`src/rtl/bcd_updown_counter.sv`:
```
// N-digit synchronous BCD up/down counter with clear, clamped parallel load,
// wrap/saturate terminal behaviour and cascade carry/borrow output.
module bcd_updown_counter #(
  parameter int unsigned DIGITS   = 4,
  parameter bit          SATURATE = 1'b0
) (
  input  logic                  clk_i,
  input  logic                  rst_n_i,
  input  logic                  en_i,
  input  logic                  up_i,
  input  logic                  clr_i,
  input  logic                  load_i,
  input  logic [4*DIGITS-1:0]   din_i,
  output logic [4*DIGITS-1:0]   bcd_o,
  output logic                  tc_o,
  output logic                  cout_o,
  output logic                  load_err_o
);

  localparam int unsigned W = 4 * DIGITS;

  logic [W-1:0]    bcd_q, bcd_d;
  logic [W-1:0]    step_val;
  logic [W-1:0]    load_val;
  logic            load_err_q, load_err_d;
  logic            load_bad;
  logic [DIGITS:0] ripple;

  // ripple[k] = every digit below k is at its terminal value for this direction,
  // so digit k steps this cycle; ripple[DIGITS] is the whole-counter terminal flag.
  always_comb begin
    ripple    = '0;
    ripple[0] = 1'b1;
    step_val  = '0;
    load_val  = '0;
    load_bad  = 1'b0;
    for (int k = 0; k < DIGITS; k++) begin
      if (up_i) begin
        ripple[k+1] = ripple[k] & (bcd_q[4*k +: 4] == 4'd9);
      end else begin
        ripple[k+1] = ripple[k] & (bcd_q[4*k +: 4] == 4'd0);
      end

      if (!ripple[k]) begin
        step_val[4*k +: 4] = bcd_q[4*k +: 4];
      end else if (up_i) begin
        step_val[4*k +: 4] = (bcd_q[4*k +: 4] == 4'd9) ? 4'd0 : bcd_q[4*k +: 4] + 4'd1;
      end else begin
        step_val[4*k +: 4] = (bcd_q[4*k +: 4] == 4'd0) ? 4'd9 : bcd_q[4*k +: 4] - 4'd1;
      end

      if (din_i[4*k +: 4] > 4'd9) begin
        load_val[4*k +: 4] = 4'd9;
        load_bad           = 1'b1;
      end else begin
        load_val[4*k +: 4] = din_i[4*k +: 4];
      end
    end
  end

  assign tc_o   = ripple[DIGITS];
  assign cout_o = en_i & tc_o & ~clr_i & ~load_i;

  always_comb begin
    bcd_d      = bcd_q;
    load_err_d = 1'b0;
    if (clr_i) begin
      bcd_d = '0;
    end else if (load_i) begin
      bcd_d      = load_val;
      load_err_d = load_bad;
    end else if (en_i) begin
      if (!(SATURATE && tc_o)) begin
        bcd_d = step_val;
      end
    end
  end

  always_ff @(posedge clk_i or negedge rst_n_i) begin
    if (!rst_n_i) begin
      bcd_q      <= '0;
      load_err_q <= 1'b0;
    end else begin
      bcd_q      <= bcd_d;
      load_err_q <= load_err_d;
    end
  end

  assign bcd_o      = bcd_q;
  assign load_err_o = load_err_q;

endmodule

```
`config.mk`:
```
export PLATFORM = sky130hd
export DESIGN_NAME = bcd_updown_counter
export DESIGN_NICKNAME = d
export VERILOG_FILES = /design/src/rtl/bcd_updown_counter.sv
export SDC_FILE = /design/constraint.sdc
export NUM_CORES = 1
export LEC_CHECK = 0
export CAP_MARGIN = 20
export CORE_UTILIZATION = 55
export CTS_CLUSTER_SIZE = 10
export DETAILED_ROUTE_END_ITERATION = 6
export DONT_BUFFER_PORTS = 1
export GPL_ROUTABILITY_DRIVEN = 0
export PLACE_DENSITY = 0.84
export SETUP_SLACK_MARGIN = 0.15
export SYNTH_ARGS = -nofsm -noshare
export SYNTH_HDL_FRONTEND = slang
export SYNTH_SLANG_ARGS = --single-unit
```
`constraint.sdc`:
```
create_clock -name clk_i -period 2 [get_ports clk_i]
set_clock_uncertainty 0.05 [all_clocks]
set_input_delay 0.4 -clock clk_i [delete_from_list [all_inputs] [get_ports clk_i]]
set_output_delay 0.4 -clock clk_i [all_outputs]
set_load 0.005 [all_outputs]
```
==> results.ini <==
[status]
status=finished with violations
violations=design-rule violations, negative setup slack

[timing]
worst_hold_slack_ns=0.0996
hold_viol=0
post-route-min-period_ns=2.18
setup_viol=7
finalCritPeriodShare_pct=109
tightest_slew_ns=0.841
drv_slew=0
slew_headroom_pct=43.8
fin_tns_setup_ns=-0.644
setup_ws_ns=-0.182
rsz0062_at_grt=true
fmax_mhz=458

[worst_setup_path]
critPathMaxStageDelay_ns=0.41
crit_path_end_kind=output port
cp_max_fo=3
critPathSlowestCell=dfrtp_1
crit_path_start_kind=register
crit_type=register to output port
ff2ff_setup_slack_ns=-0.09
worstPathCellList=inv_2, ha_4, nor3b_4, o21ai_2, nor4b_4, and3_1
critPathRequiredTime_ns=1.55
arrival_ns=1.73

[synthesis]
yosysWarnings=0
syn-num-nets=237
synth-seq-cells=17
post_synth_xor_area_fraction_pct=2.63
synthAdderAreaFrac_pct=4.50
synth-simple-area-share_pct=23.3
ys_seq_area_share_pct=25.5
synth_top_family_by_area=compound AO/OA/AOI/OAI gates
async_flop_share_pct=100
synth_compound_area_share_pct=31.5
ys_types=50
synthesis.area_sq_um=1670
synth_mux_area_share_pct=3.83
synth_edf_count=0
synthCells=209
ys.flop_type=dfrtp_1
syn_avg_cell_area_sq_um=7.97

[finish]
layout_commonest_cell=buf_4
fillers=223
final_util_pct=71.5
finalNetCount=254
drive_gt1_share_pct=28.9
final_cell_mix=buf_4 (26), o21ai_0 (19), dfrtp_1 (16), inv_1 (13)
antenna-diode-count=0
layout-area-overhead-vs-synth_pct=20.4

[placement]
numPortBuffers=0
dp_hpwl_um=3480

[drt]
wl_per_cell_um=20.2
first_iter_violations=151
finalWirelength_um=5160
dr.pass1.iters=7
viasPerCell=6.88
ant_nets=0
drc=2
via_count=1762

[global_routing]
grt_pass1_vias=1770
grt_max_degree=32
grt_usage_pct=32.7
grt_pass1_wl_um=8300
gr-total-overflow=0
antenna_found_initial=0

[clocking]
clock_sinks=17
clk_pin_slew_ns=0.10
cts.htree.levels=1
cts-root-buf=clkbuf_4
cts_buffer_depth=2
clk-insertion-delay-late_ns=0.30
cts-buffers-inserted=3
tritoncts=done

[die]
row_count=19
die_w_um=57.0
io_pins=41
die_y_um=57.0
core_sq_um=2810
die_area_sq_um=3250
start_util_pct=59.4

[job]
maxCapViolations=0

[power]
leakagePower_nw=0.823
peakVddDrop_mv=0.280
power.density_nw_per_um2=490

[worst_hold_path]
hp-class=input port to register

-- registers in the layout, summed over array words and instances, names as in the netlist --
| signal | count |
|---|---|
| bcd_o | 16 |
| load_err_o | 1 |
-- worst paths after layout --
kind | startpoint | end | depth (start not counted)
worst max-delay path | bcd_o[1]$_DFFE_PN0P_ | cout_o | 6
worst min-delay path | clr_i | bcd_o[2]$_DFFE_PN0P_ | 1
worst max register to register | bcd_o[0]$_DFFE_PN0P_ | bcd_o[15]$_DFFE_PN0P_ | 7
worst min register to register | bcd_o[13]$_DFFE_PN0P_ | bcd_o[13]$_DFFE_PN0P_ | 2
max in group asynchronous | rst_n_i | bcd_o[0]$_DFFE_PN0P_ | 1
min in group asynchronous | rst_n_i | bcd_o[2]$_DFFE_PN0P_ | 1
-- synth_stat cells, types with 4 or more instances --
library cell,instances,area share [%]
nand2_1,7,1.6
a21oi_1,11,3.3
a211oi_1,6,2.7
nor3_1,4,1.2
buf_2,6,1.8
o31ai_1,4,1.8
o22ai_1,4,1.5
nand3_1,6,1.8
and2_1,4,1.5
a221oi_1,4,2.1
nor2b_1,5,1.9
ha_1,6,4.5
o21ai_0,23,6.9
nand2b_1,8,3.0
nor2_1,12,2.7
a31oi_1,4,1.5
and3_1,6,2.3
inv_1,15,3.4
dfrtp_1,17,26
clkbuf_1,8,1.8
-- layer usage --
layer | track usage, % | vias up | wire length [um]
met5 | 0 | - | 0
met4 | 11.5 | 0 | 111
met3 | 4.54 | 15 | 390
met2 | 59.3 | 97 | 2700
met1 | 39.4 | 844 | 1960
li1 | - | 806 | -
-- cells by family (layout without fill, tap and decap cells) --
logic type | count (synthesis) | count (layout)
buffers and inverters | 32 | 48
DFF | 17 | 17
xor gates and xnor gates | 5 | 5
adders and majority gates | 6 | 6
muxes | 6 | 6
and+or+nand+nor | 65 | 65
AOI/OAI and AO/OA | 78 | 78
-- worst max-delay path, delay by kind of cell (launching register included) --
kind | cells | cell delay, ns
buf+inv | 1 | 0.11
compound gates | 1 | 0.09
flops | 1 | 0.41
fa+ha+maj | 1 | 0.14
simple gates | 3 | 0.68
-- layout make-up --
type                       count  area (sq um)  area share, %
tap                           31          38.8           1.93
inverter                      15          56.3           2.81
multi-input combinational    160          1230           61.3
sequential                    17           427           21.3
timing repair buffer          29           228           11.3
clock buffer                   4          26.3           1.31
-- per-stage QoR --
step | instances | worst slack (ns) | power (mW) | area, sq um
2_1_floorplan | 209 | 0.0724 | 0.653 | 1700
3_3_place_gp | 243 | 0.137 | 0.707 | 1800
3_5_place_dp | 243 | 0.0211 | 0.729 | 1800
4_1_cts | 254 | -0.204 | 0.946 | 1910
5_1_grt | 256 | -0.293 | 1.04 | 2010
6_report | 256 | -0.182 | 0.983 | 2010
-- what timing repair did --
| item | in CTS | in global routing |
|---|---|---|
| resized for setup | 9 | 17 |
| buffers inserted | 6 | 1 |
| hold buffers | 1 | 0 |
| endpoints found under the hold margin | 17 | 0 |
| pin swaps | 5 | 4 |
| gates cloned | 0 | 1 |
| endpoints found under the setup margin | 10 | 15 |
-- report_power, final --
part	switching (mW)	internal [mW]
clock network	0.114	0.0779
logic	0.220	0.178
registers	0.0241	0.369
total	0.357	0.625
No activity file was read; power rests on OpenSTA's default activity.
